<file path="src/rtl/regfile_wb_arbiter.sv">
// Writeback arbiter: round-robin merge of execute and load writebacks onto one
// register-file write port, with a pending scoreboard for hazard queries.
module regfile_wb_arbiter (
  input  logic        clk,
  input  logic        reset_n,
  input  logic        a_valid,
  input  logic [4:0]  a_rd,
  input  logic [31:0] a_data,
  output logic        a_ready,
  input  logic        b_valid,
  input  logic [4:0]  b_rd,
  input  logic [31:0] b_data,
  output logic        b_ready,
  input  logic        issue_valid,
  input  logic [4:0]  issue_rd,
  input  logic        flush,
  input  logic [4:0]  rs1_address,
  input  logic [4:0]  rs2_address,
  output logic        rs1_busy,
  output logic        rs2_busy,
  output logic        wr_enable,
  output logic [4:0]  wr_address,
  output logic [31:0] wr_data,
  output logic [5:0]  pending_count
);

  logic        b_pri;
  logic        vld_p0;
  logic [4:0]  rd_p0;
  logic [31:0] data_p0;
  logic [31:0] pending;
  logic [31:0] set_mask;
  logic [31:0] clr_mask;
  logic [31:0] pending_nxt;

  function automatic logic [5:0] popcount(input logic [31:0] v);
    logic [5:0] cnt;
    cnt = '0;
    for (int i = 0; i < 32; i++) begin
      cnt = cnt + 6'(v[i]);
    end
    return cnt;
  endfunction

  // b_pri=1 means B wins the next conflict; only a conflict grant moves it.
  always_comb begin
    a_ready = a_valid && (!b_valid || !b_pri);
    b_ready = b_valid && (!a_valid || b_pri);
  end

  // Stage p0: select the winning request
  always_comb begin
    vld_p0  = a_ready || b_ready;
    rd_p0   = a_ready ? a_rd   : b_rd;
    data_p0 = a_ready ? a_data : b_data;
  end

  always_ff @(posedge clk or negedge reset_n) begin
    if (!reset_n) begin
      b_pri <= 1'b0;
    end else if (a_valid && b_valid) begin
      b_pri <= a_ready;
    end
  end

  // Stage p1: registered write port; rd=0 acceptances leave address/data untouched
  always_ff @(posedge clk or negedge reset_n) begin
    if (!reset_n) begin
      wr_enable  <= 1'b0;
      wr_address <= '0;
      wr_data    <= '0;
    end else begin
      wr_enable <= vld_p0 && (rd_p0 != 5'd0);
      if (vld_p0 && (rd_p0 != 5'd0)) begin
        wr_address <= rd_p0;
        wr_data    <= data_p0;
      end
    end
  end

  // Clear on the commit edge so busy covers the write still in flight; set wins.
  always_comb begin
    set_mask = '0;
    clr_mask = '0;
    if (issue_valid && (issue_rd != 5'd0)) set_mask[issue_rd] = 1'b1;
    if (wr_enable) clr_mask[wr_address] = 1'b1;
    pending_nxt = flush ? 32'd0 : (pending & ~clr_mask);
    pending_nxt = (pending_nxt | set_mask) & 32'hFFFF_FFFE;
  end

  always_ff @(posedge clk or negedge reset_n) begin
    if (!reset_n) begin
      pending       <= '0;
      pending_count <= '0;
    end else begin
      pending       <= pending_nxt;
      pending_count <= popcount(pending_nxt);
    end
  end

  always_comb begin
    rs1_busy = (rs1_address != 5'd0) && pending[rs1_address];
    rs2_busy = (rs2_address != 5'd0) && pending[rs2_address];
  end

endmodule

</file>
<file path="config.mk">
export PLATFORM = sky130hd
export DESIGN_NAME = regfile_wb_arbiter
export DESIGN_NICKNAME = d
export VERILOG_FILES = /design/src/rtl/regfile_wb_arbiter.sv
export SDC_FILE = /design/constraint.sdc
export NUM_CORES = 1
export LEC_CHECK = 0
export ABC_AREA = 1
export CAP_MARGIN = 25
export CELL_PAD_IN_SITES_DETAIL_PLACEMENT = 1
export CELL_PAD_IN_SITES_GLOBAL_PLACEMENT = 1
export CORE_ASPECT_RATIO = 1.75
export CORE_MARGIN = 3
export CORE_UTILIZATION = 42
export CTS_BUF_LIST = sky130_fd_sc_hd__clkbuf_8
export DETAILED_ROUTE_END_ITERATION = 10
export DONT_BUFFER_PORTS = 1
export PLACE_DENSITY_LB_ADDON = 0.15
export RECOVER_POWER = 25
export SETUP_SLACK_MARGIN = 0.5
export SYNTH_ARGS = -nofsm -noshare
export SYNTH_HDL_FRONTEND = slang
export SYNTH_SLANG_ARGS = --single-unit
</file>
<file path="constraint.sdc">
create_clock -name clk -period 5.57 [get_ports clk]
set_clock_uncertainty 0.1 [all_clocks]
set_input_delay 0.557 -clock clk [delete_from_list [all_inputs] [get_ports clk]]
set_output_delay 0.557 -clock clk [all_outputs]
set_load 0.1 [all_outputs]
</file>
Word-level counts from Yosys, hierarchy flattened:

Cells that the tools add are included.

* bits in registers: 76
* output and inout port bits: 48
* bits of input ports: 95

* multiplexer cells: 13
* bitwise operators: 3
* $lt $le $gt $ge: 6
* reductions and logical operators: 19
* add/sub/neg operators: 30

Operators with widths (number)
* 6-bit by 1-bit adder with 6-bit output: 25
* 32-bit two-way mux: 4
* 32-bit AND: 1
* 32-bit inverter: 1
* 32-bit OR: 1
* 5-bit by 6-bit < comparator with 1-bit output (second input constant): 4
* 5-bit nonzero test: 4
* 1-bit binary-select mux with 5-bit select: 2
* 1-bit demux with 5-bit select: 2
* 5-bit by 1-bit >= comparator with 1-bit output (second input constant): 2
* 1-bit logical AND: 9
* 5-bit by 1-bit adder with 6-bit output: 1
* 4-bit by 1-bit adder with 5-bit output: 1
* 5-bit two-way mux: 1
* 3-bit by 1-bit adder with 4-bit output: 1
* 1-bit two-way mux: 4
* 2-bit by 1-bit adder with 3-bit output: 1
* 1-bit zero test: 3
* 1-bit logical OR: 3
* 1-bit by 1-bit adder with 2-bit output: 1

Logic depth before layout (Yosys ltp):

Gate-level depths: netlist of the first run.

* depth in word-level cells: 39
* depth in mapped cells: 21

Worst setup path after synthesis of the first run:

OpenSTA, ideal clock, no wires.

* path type: register to register
* start point: register wr_address[2]
* end point: register pending_count[4]
* slack: -0.499 ns
* stages on the path, launching flop included: 21
* arrival time: 5.847 ns
* cells stage by stage: dfrtp_1 > inv_1 > nor3_1 > inv_1 > o211ai_1 > o21ai_0 > inv_1 > fa_1 > fa_1 > inv_1 > fa_1 > fa_1 > fa_1 > inv_1 > fa_1 > fa_1 > inv_1 > fa_1 > nand3_1 > nand3_1 > xor2_1

* elaborated cells on any way between the ends: 40

RTL lines
* from (decl): line 22 `output logic [4:0] wr_address,`
* from (signal assigned): line 75 `wr_address <= rd_p0;`
* 5-bit by 6-bit < comparator with 1-bit output (implied by the code) / 5-bit by 1-bit >= comparator with 1-bit output (equally long branches): line 86 `if (wr_enable) clr_mask[wr_address] = 1'b1;`
* 1-bit logical AND (implied by the code): line 86
* 1-bit two-way mux (implied by the code): line 86
* 1-bit demux with 5-bit select (*): line 86
* 32-bit two-way mux (*): line 86
* 32-bit inverter (*): line 87 `pending_nxt = flush ? 32'd0 : (pending & ~clr_mask);`
* 32-bit AND (*): line 87
* 32-bit two-way mux (*): line 87
* 32-bit OR (*): line 88 `pending_nxt = (pending_nxt | set_mask) & 32'hFFFF_FFFE;`
* named net pending_nxt[14]: line 34 `logic [31:0] pending_nxt;`
* 6-bit by 1-bit adder with 6-bit output (*) (18 in series): line 40 `cnt = cnt + 6'(v[i]);`
* to (signal assigned): line 97 `pending_count <= popcount(pending_nxt);`
* to (decl): line 24 `output logic [5:0] pending_count`

Mark *: on every way through the listed nets, which the timed path passes. The rest lies on a longest branch.
A chain may end at the register's enable or synchronous reset.

Final worst setup path of the first run:

* start point: register wr_address[2]
* end point: register pending_count[4]

* elaborated cells on any way between the ends: 40

RTL lines (line)
* 5-bit by 6-bit < comparator with 1-bit output (implied by the code) / 5-bit by 1-bit >= comparator with 1-bit output (equally long branches): 86
* 1-bit logical AND (implied by the code): 86
* 1-bit two-way mux (implied by the code): 86
* 1-bit demux with 5-bit select (*): 86
* 32-bit two-way mux (*): 86
* 32-bit inverter (*): 87
* 32-bit AND (*): 87
* 32-bit two-way mux (*): 87
* 32-bit OR (*): 88
* named net pending_nxt[12]: 34
* 6-bit by 1-bit adder with 6-bit output (*) (20 in series): 40

Marks and branches as above.

==> results.py, run 1 <==
metrics = {
    "drt": {
        "antenna_left": 0,
        "dr_total_vias": 5251,
        "wl_per_cell_um": 19.8,
        "routed_wl_um": 19200,
        "first_pass_iters": 5,
        "drt_iter0_drc": 154,
        "drc_errors": 0,
        "avgViaCountPerCell": 5.41,
    },
    "synthesis": {
        "synth_top_area_share_pct": 36.8,
        "synth_area_leader_cell": "dfrtp_1",
        "syn-instance-count": 733,
        "syn_nets": 858,
        "synth.distinct_cells": 27,
        "netlist_top_cells_area": "dfrtp_1 (37%), nand2_1 (21%), nand3_1 (9.2%)",
        "ys_seq_area_share_pct": 36.8,
        "ys_ff_latch": 76,
        "yosys_warnings": 0,
        "syn_avg_cell_area_um2": 7.05,
        "netlist_area_mm2": 0.00517,
    },
    "critical_path": {
        "crit_path_end_kind": "flop",
        "crit_path_start_kind": "flop",
        "r2r-start": "wr_address[2]",
        "critical_path_class": "reg2reg",
        "startpoint": "wr_address[2]",
        "r2r_cells": 21,
        "worst-path-max-fanout": 5,
        "crit_arrival_ps": 5870,
        "crit_required_ps": 5720,
    },
    "cells_and_area": {
        "final_common_cell": "nand2_1",
        "final_nets": 925,
        "antennaDiodeCount": 0,
        "area_growth_pct": 22.6,
        "drive_gt1_share_pct": 20.2,
        "final_cell_mix": "nand2_1 (284), inv_1 (100), nand3_1 (89)",
        "final_area_mm2": 0.00634,
        "fin_cells": 970,
    },
    "grt": {
        "grt_overflow": 0,
        "grt_use_total_pct": 28.3,
        "antenna_found_initial": 0,
        "grt_pass1_wl_um": 30300,
        "grt_pass1_vias": 5749,
        "grt_max_degree": 77,
    },
    "run_status": {
        "violations": "capacitance limit, slew limit, setup timing",
        "status": "finished with violations",
    },
    "place": {
        "dpl_cell_area_mm2": 0.00555,
        "port_buffers": 0,
        "dp.cells": 898,
        "place_ws_ps": -177,
        "dp_hpwl_um": 13900,
        "place.gp.congestion": 0.961,
    },
    "timing": {
        "rsz0062_at_grt": "yes",
        "finalMaxSlewViolations": 77,
        "tns_ps": -357,
        "finalCriticalPeriod_ps": 5720,
        "hold_viol": 0,
        "min_period_over_period_pct": 103,
        "setup_viol": 5,
        "tightest_slew_ps": 3600,
        "fmax_mhz": 175,
        "worst_slack_ps": -145,
        "slew_headroom_pct": -140,
    },
    "cts": {
        "clk_pin_slew_ps": 90,
        "clkSinkCount": 76,
        "root_buffer": "clkbuf_8",
        "clock_path_buffers": 2,
        "numCtsBuffers": 9,
        "cts_tree": "yes",
        "htreeDepth": 3,
        "insertion_delay_ps": 370,
    },
    "worst_hold_path": {
        "hp-start": "a_valid",
        "hold_path_class": "in2reg",
        "holdPathStages": 1,
    },
    "floorplanning": {
        "die_height_um": 153,
        "dieWidth_um": 89.9,
        "num_rows": 53,
        "pin_count": 143,
        "coreArea_mm2": 0.0120,
        "design.die.area_mm2": 0.0137,
        "start_util_pct": 43.1,
    },
    "power_and_ir_drop": {
        "power_density_mw_per_mm2": 291,
        "ir_worst_vdd_v": 0.000173,
        "p_leak_nw": 3.38,
    },
    "run": {
        "maxCapViolations": 1,
    },
}
worst max-delay path: stages (launching register included):
cell,delay [ps]
dfrtp_4,500
inv_8,50
buf_12,120
nor3_4,300
nand2_1,160
nand3_1,100
o21ai_0,150
inv_1,120
fa_1,420
fa_1,530
inv_2,50
fa_2,560
fa_1,440
fa_1,520
inv_1,60
fa_1,500
fa_2,200
inv_2,50
fa_2,380
nand3_2,80
nand3_2,60
xor2_1,140
flip-flops by register name (all words and copies together) (netlist names):
name           flops
pending_count      6
pending           31
wr_address         5
b_pri              1
wr_data           32
wr_enable          1
synthesized netlist by cell type, drive strengths merged:
library cell  count
nand2           298
inv             114
nand3            95
dfrtp            76
o21ai            32
fa               23
clkbuf           18
nor3             16
o22ai            12
nor2             11
buf               9
o211ai            8
ha                7
a21oi             4
xor2              3
a21boi            2
a31oi             2
clkinv            1
nand3b            1
or2               1
stage by stage:
step,power (W),utilization [%],hold slack (ps)
after CTS,0.00181,51.7,165
after global placement,0.00132,46.3,164
final,0.00185,52.8,173
after global routing,0.00193,52.8,172
after detailed placement,0.00134,46.3,165
after floorplan,0.00123,-,161
final timing paths:
check	end	slack (ps)
max	pending_count[4]	-150
min	b_pri	170
max reg2reg	pending_count[4]	-150
min reg2reg	pending[25]	500
max in group asynchronous	wr_address[1]	720
min in group asynchronous	wr_data[21]	2080
what timing repair did:
item / 4_1_cts / 5_1_grt
gates resized for setup: 32 / 19
endpoints found under the hold margin: 76 / 0
setup endpoints to repair: 6 / 7
pin swaps: 6 / 9
hold buffers: 2 / 0
buffers inserted: 43 / 11
per-layer routing:
layer | wire (um) | track usage [%] | vias up
met4 | 1410 | 19.0 | 0
met5 | 0 | 0 | -
met2 | 10500 | 53.4 | 209
li1 | - | - | 2413
met3 | 1140 | 5.63 | 70
met1 | 6220 | 27.3 | 2559
power by group:
| group | total (W) | internal [W] | switching (W) | leakage, nW |
|---|---|---|---|---|
| clock network | 0.000440 | 0.000219 | 0.000221 | 0.106 |
| logic | 0.000446 | 0.000150 | 0.000296 | 2.30 |
| registers | 0.000959 | 0.000600 | 0.000359 | 0.977 |
| total | 0.00185 | 0.000970 | 0.000876 | 3.38 |
kinds of logic (layout without fill, tap and decap cells):
logic type,after synthesis,count (layout),synth area share (%)
AOI/OAI and AO/OA,60,60,6.63
xor gates and xnor gates,3,3,0.509
adders and majority gates,30,30,10.6
buffers and inverters,142,214,11.1
DFF,76,76,36.8
and+or+nand+nor,422,422,34.4
area by class of cell:
cell class                      count  area (um^2)
Tap cell                          165          206
Timing Repair Buffer               83          663
Clock buffer                       10          138
Multi-Input combinational cell    515         2890
Sequential cell                    76         1920
Clock inverter                      6         62.6
Fill cell                        1528         5670
Inverter                          115          457
Power figures use the tool's default switching activity.
==> run 2: changes to the inputs <==
- ABC_AREA: 1 -> not set
- CORE_UTILIZATION: 42 -> 45
- TNS_END_PERCENT: not set -> 30
==> results.py, run 2 <==
metrics = {
    "run_status": {
        "status": "finished with violations",
        "violations": "capacitance limit, slew limit",
    },
    "floorplanning": {
        "pin_count": 143,
        "design.die.area_mm2": 0.0124,
        "start_util_pct": 46.1,
        "dieWidth_um": 85.4,
        "num_rows": 50,
        "coreArea_mm2": 0.0108,
        "die_height_um": 145,
    },
    "cts": {
        "htreeDepth": 3,
        "insertion_delay_ps": 370,
        "clk_pin_slew_ps": 90,
        "clock_path_buffers": 2,
        "clkSinkCount": 76,
        "root_buffer": "clkbuf_8",
        "cts_tree": "yes",
        "numCtsBuffers": 9,
    },
    "power_and_ir_drop": {
        "ir_worst_vdd_v": 0.000311,
        "p_leak_nw": 2.50,
        "p_switching_w": 0.00130,
        "clock_power_share_pct": 17.3,
        "swShare_pct": 53.2,
        "p_comb_share_pct": 25.8,
        "intPower_w": 0.00114,
        "power_frac_seq_pct": 56.9,
        "power_density_mw_per_mm2": 433,
    },
    "drt": {
        "drt_iter0_drc": 73,
        "dr_total_vias": 3551,
        "antenna_left": 0,
        "avgViaCountPerCell": 6.05,
        "routed_wl_um": 13800,
        "drc_errors": 0,
        "first_pass_iters": 6,
        "wl_per_cell_um": 23.4,
    },
    "grt": {
        "grt_overflow": 0,
        "grt_use_total_pct": 23.4,
        "grt_pass1_wl_um": 22500,
        "antenna_found_initial": 0,
        "grt_pass1_vias": 4267,
        "grt_max_degree": 77,
    },
    "cells_and_area": {
        "largest_reg_flops": 32,
        "fin_cells": 587,
        "final_area_mm2": 0.00564,
        "final_common_cell": "dfrtp_1",
        "area_growth_pct": 13.6,
        "final_nets": 578,
        "fin_util_pct": 52.4,
        "top_regs": "wr_data: 32 flops, pending: 31 flops, pending_count: 6 flops",
        "drive_gt1_share_pct": 38.3,
        "final_cell_mix": "dfrtp_1 (70), mux2_2 (55), buf_4 (41)",
        "antennaDiodeCount": 0,
        "regMostFlops": "wr_data",
    },
    "place": {
        "place_ws_ps": -258,
        "place.gp.congestion": 0.862,
        "dp.cells": 565,
        "dpl_cell_area_mm2": 0.00537,
        "dp_hpwl_um": 10900,
        "port_buffers": 0,
    },
    "critical_path": {
        "crit_path_end_kind": "flop",
        "crit_arrival_ps": 5740,
        "worst-path-max-fanout": 5,
        "crit_required_ps": 5760,
        "crit_path_start_kind": "flop",
        "critical_path_class": "reg2reg",
        "r2r_cells": 18,
    },
    "synthesis": {
        "netlist_area_mm2": 0.00496,
        "yosysMostFrequentCell": "dfrtp_1",
        "ys_ff_latch": 76,
        "netlist_top_cells_area": "dfrtp_1 (38%), mux2_2 (12%), fa_1 (9.3%)",
        "synth-async-reset-ratio_pct": 100,
        "synth_edf_count": 0,
        "synth_area_leader_cell": "dfrtp_1",
        "syn-instance-count": 421,
        "yosys_warnings": 0,
        "synthTopCellsByCount": "dfrtp_1 (76), mux2_2 (55), inv_1 (39), o21ai_0 (26)",
        "ys.flop_type": "dfrtp_1",
        "ys_seq_area_share_pct": 38.3,
        "synth.distinct_cells": 44,
        "synth_top_area_share_pct": 38.3,
        "syn_avg_cell_area_um2": 11.8,
        "syn_nets": 546,
    },
    "timing": {
        "min_period_over_period_pct": 99.6,
        "finalMaxSlewViolations": 77,
        "setup_viol": 0,
        "finalCriticalPeriod_ps": 5550,
        "hold_viol": 0,
        "slew_headroom_pct": -142,
        "fmax_mhz": 180,
        "rsz0062_at_grt": "yes",
        "worst_slack_ps": 20.0,
        "tightest_slew_ps": 3620,
    },
    "run": {
        "maxCapViolations": 1,
    },
    "worst_hold_path": {
        "hold_path_class": "in2reg",
        "holdPathStages": 2,
    },
}
==> run 2: cell count changes after synthesis, sizes merged, moves of 4 or more <==
cell    before  now
clkbuf      18   12
inv        114   39
mux2         0   75
mux4         0   14
nand2      298   23
nand3       95   17
nand3b       1   10
nor3        16    1
nor3b        0    7
o211ai       8   17
o21a         0   17
o21ai       32   28
o22ai       12    1
==> run 2: repair_timing <==
action | 4_1_cts | 5_1_grt
resized for setup | 9 | 1
endpoints found under the setup margin | 6 | 6
hold endpoints to repair | 76 | 0
buffers inserted | 3 | 2
pin swaps | 12 | 1
hold buffers | 2 | 0
==> run 2: final cells by class <==
type | count | area, um^2
tap | 130 | 163
clock buffer | 9 | 124
clock inverter | 6 | 66.3
multi-input combinational | 283 | 2870
sequential | 76 | 1920
fill | 1126 | 5120
inverter | 39 | 146
timing repair buffer | 44 | 348
==> run 2: logic make-up after synthesis <==
family / Yosys count / synth area share (%)
buf+inv: 62 / 5.37
simple gates: 83 / 9.33
mux: 91 / 25.3
xor+xnor: 3 / 0.529
flops: 76 / 38.3
fa+ha+maj: 30 / 11.0
compound gates: 76 / 10.1
==> run 2: metal layers <==
layer	GRT usage, %	up-vias	share of wire, %
li1	-	1572	-
met1	24.5	1807	34
met2	42.0	137	55
met3	6.48	35	6.4
met4	11.3	0	4.6
met5	0	-	0
==> run 2: power by group through the flow <==
stage | Clock [W] | Sequential [W] | Combinational (W)
after floorplan | 0 | 0.00145 | 0.000397
after global placement | 0 | 0.00140 | 0.000591
after detailed placement | 0 | 0.00140 | 0.000608
after CTS | 0.000431 | 0.00139 | 0.000633
after global routing | 0.000452 | 0.00141 | 0.000677
final | 0.000423 | 0.00139 | 0.000630
==> run 2: through the flow <==
stage                     power [W]  hold slack (ps)  TNS (ps)
after CTS                   0.00245              209     -5.14
final                       0.00244              227         0
after floorplan             0.00185              161         0
after detailed placement    0.00201              163      -752
after global routing        0.00253              229      -447
after global placement      0.00199              163      -444
==> run 2: worst max-delay path: stages (launching register included) <==
cell      delay (ps)
dfrtp_4          500
or3b_4           440
o211ai_1         200
o21a_1           190
fa_1             440
fa_1             550
inv_2             50
fa_2             560
fa_2             440
fa_1             490
inv_1             50
fa_1             490
fa_2             210
inv_2             40
fa_2             350
nand2_1           60
nand2_1           60
a21oi_2          120
xnor2_1          130
==> run 2: path summary, 6_finish.rpt <==
kind	start	to	slack, ps
max	wr_address[0]	pending_count[4]	20
min	a_rd[2]	wr_address[2]	230
max reg2reg	wr_address[0]	pending_count[4]	20
min reg2reg	b_pri	b_pri	460
max in group asynchronous	reset_n	wr_address[3]	730
min in group asynchronous	reset_n	wr_data[13]	2080
==> run 3: changes to the inputs <==
- ABC_AREA: not set -> 1
- CORE_UTILIZATION: 45 -> 42
==> results.py, run 3 (same netlist as run 1, synthesis figures left out) <==
metrics = {
    "run_status": {
        "status": "finished with violations",
        "violations": "capacitance limit, slew limit",
    },
    "power_and_ir_drop": {
        "power_density_mw_per_mm2": 316,
        "p_leak_nw": 3.16,
        "swShare_pct": 44.7,
        "p_switching_w": 0.000847,
        "power_w": 0.00190,
        "ir_worst_vdd_v": 0.000145,
        "power_frac_seq_pct": 50.7,
        "p_comb_share_pct": 21.5,
        "intPower_w": 0.00105,
        "clock_power_share_pct": 27.9,
    },
    "drt": {
        "dr_total_vias": 4920,
        "wl_per_cell_um": 18.7,
        "first_pass_iters": 4,
        "antenna_left": 0,
        "drt_iter0_drc": 234,
        "routed_wl_um": 17300,
        "avgViaCountPerCell": 5.32,
        "drc_errors": 0,
    },
    "place": {
        "place.gp.congestion": 0.965,
        "dpl_cell_area_mm2": 0.00555,
        "port_buffers": 0,
        "dp_hpwl_um": 13900,
        "place_ws_ps": -203,
    },
    "timing": {
        "slew_headroom_pct": -141,
        "hold_viol": 0,
        "finalCriticalPeriod_ps": 5560,
        "setup_viol": 0,
        "rsz0062_at_grt": "yes",
        "tightest_slew_ps": 3610,
        "whs_ps": 199,
        "min_period_over_period_pct": 99.7,
        "finalMaxSlewViolations": 77,
        "worst_slack_ps": 14.1,
        "fmax_mhz": 180,
    },
    "cells_and_area": {
        "drive_gt1_share_pct": 14.1,
        "antennaDiodeCount": 0,
        "fin_util_pct": 49.9,
        "multi_input_area_mm2": 0.00286,
        "final_cell_mix": "nand2_1 (285), inv_1 (104), nand3_1 (91)",
        "area_growth_pct": 16.0,
        "largest_reg_flops": 32,
        "final_common_cell": "nand2_1",
        "seq_area_mm2": 0.00192,
        "regMostFlops": "wr_data",
        "final_area_mm2": 0.00599,
        "final_nets": 879,
        "nFillCells": 1521,
        "top_regs": "wr_data: 32 flops, pending: 31 flops, pending_count: 6 flops",
    },
    "cts": {
        "htreeDepth": 3,
        "clkSinkCount": 76,
        "root_buffer": "clkbuf_8",
        "numCtsBuffers": 9,
        "cts_tree": "yes",
        "clk_pin_slew_ps": 80,
        "clock_path_buffers": 2,
        "insertion_delay_ps": 350,
    },
    "floorplanning": {
        "design.die.area_mm2": 0.0137,
        "coreArea_mm2": 0.0120,
        "start_util_pct": 43.1,
        "pin_count": 143,
        "dieWidth_um": 89.9,
        "num_rows": 53,
        "die_height_um": 153,
    },
    "critical_path": {
        "worstPathBufferInverterCount": 7,
        "worst-path-max-fanout": 5,
        "crit_required_ps": 5710,
        "cp_cell_sequence": "buf_6 -> inv_6 -> nor3_4 -> inv_1 -> o21ai_2 -> o22ai_2 -> fa_1 -> inv_1 -> fa_1 -> inv_1 -> fa_1 -> fa_2 -> fa_1 -> inv_1 -> fa_1 -> fa_2 -> inv_2 -> fa_2 -> nand3_2 -> nand3_2 -> xor2_1",
        "critPathMostFrequentCell": "fa_1",
        "r2r-start": "wr_address[4]",
        "startpoint": "wr_address[4]",
        "crit_family": "adder cells",
        "critical_path_class": "reg2reg",
        "critical_path.slowest_cell": "fa_1",
        "crit_arrival_ps": 5690,
        "cpPeakStageDelay_ps": 610,
        "crit_path_end_kind": "flop",
        "crit_path_start_kind": "flop",
    },
    "grt": {
        "use_met3_pct": 5.19,
        "use_met2_pct": 47.4,
        "grt_use_total_pct": 25.7,
        "grt_pass1_wl_um": 27800,
        "use_met1_pct": 25.0,
        "grt.busiest_layer": "met2",
        "grt_pass1_vias": 5405,
        "grt_overflow": 0,
        "grt_max_degree": 77,
        "antenna_found_initial": 0,
    },
    "worst_hold_path": {
        "hold_path_class": "in2reg",
        "hp-start": "a_valid",
    },
    "run": {
        "maxCapViolations": 1,
    },
}
-- run 3: changes by cell type in the layout (fill, tap and decap cells not counted), moves of 8 or more --
cell | before | now
inv_1 | 36 | 104
nand2_1 | 23 | 285
o211ai_1 | 17 | 8
mux2_4 | 20 | 0
nand2_2 | 0 | 11
o22ai_1 | 1 | 9
nand3_1 | 17 | 91
buf_4 | 41 | 31
o21a_1 | 17 | 0
mux2_2 | 55 | 0
nand3b_1 | 10 | 1
mux4_2 | 14 | 0
-- run 3: worst paths after layout --
check	slack (ps)	to	cells after the start
max in group asynchronous	740	wr_enable	2
setup reg to reg	10	pending_count[4]	21
min in group asynchronous	2070	pending_count[4]	2
setup / recovery	10	pending_count[4]	21
hold / removal	200	b_pri	1
hold reg to reg	500	pending[25]	2
-- run 3: through the flow --
stage / TNS [ps] / std cells
floorplan: 0 / 733
global placement: -270 / 898
detailed placement: -425 / 898
CTS: 0 / 917
global route: -437 / 924
finish: 0 / 924
-- run 3: cell type report --
cell class | instances | area share, %
multi-input cells | 515 | 47.7
flip-flops and latches | 76 | 32.1
inverters | 115 | 7.45
repair buffers | 37 | 5.12
well taps | 165 | 3.45
clock buffers | 11 | 2.53
clock inverters | 5 | 1.65
-- run 3: repair_timing --
action | CTS | global route
hold endpoints to repair | 76 | 0
gates resized for setup | 19 | 14
buffers inserted | 1 | 7
pin swaps | 7 | 14
hold buffers | 2 | 0
setup endpoints to repair | 6 | 6
-- run 3: layer usage --
| layer | vias to the layer above | part of all wire [%] |
|---|---|---|
| met5 | - | 0 |
| met4 | 0 | 6.7 |
| met3 | 60 | 6.5 |
| met2 | 203 | 55 |
| met1 | 2343 | 32 |
| li1 | 2314 | - |
-- run 3: power groups by stage --
stage | clock (W) | sequential, W | combinational (W)
floorplan | 0 | 0.000996 | 0.000238
global placement | 0 | 0.000967 | 0.000357
detailed placement | 0 | 0.000968 | 0.000372
CTS | 0.000544 | 0.000960 | 0.000395
global route | 0.000562 | 0.000968 | 0.000455
finish | 0.000529 | 0.000960 | 0.000407
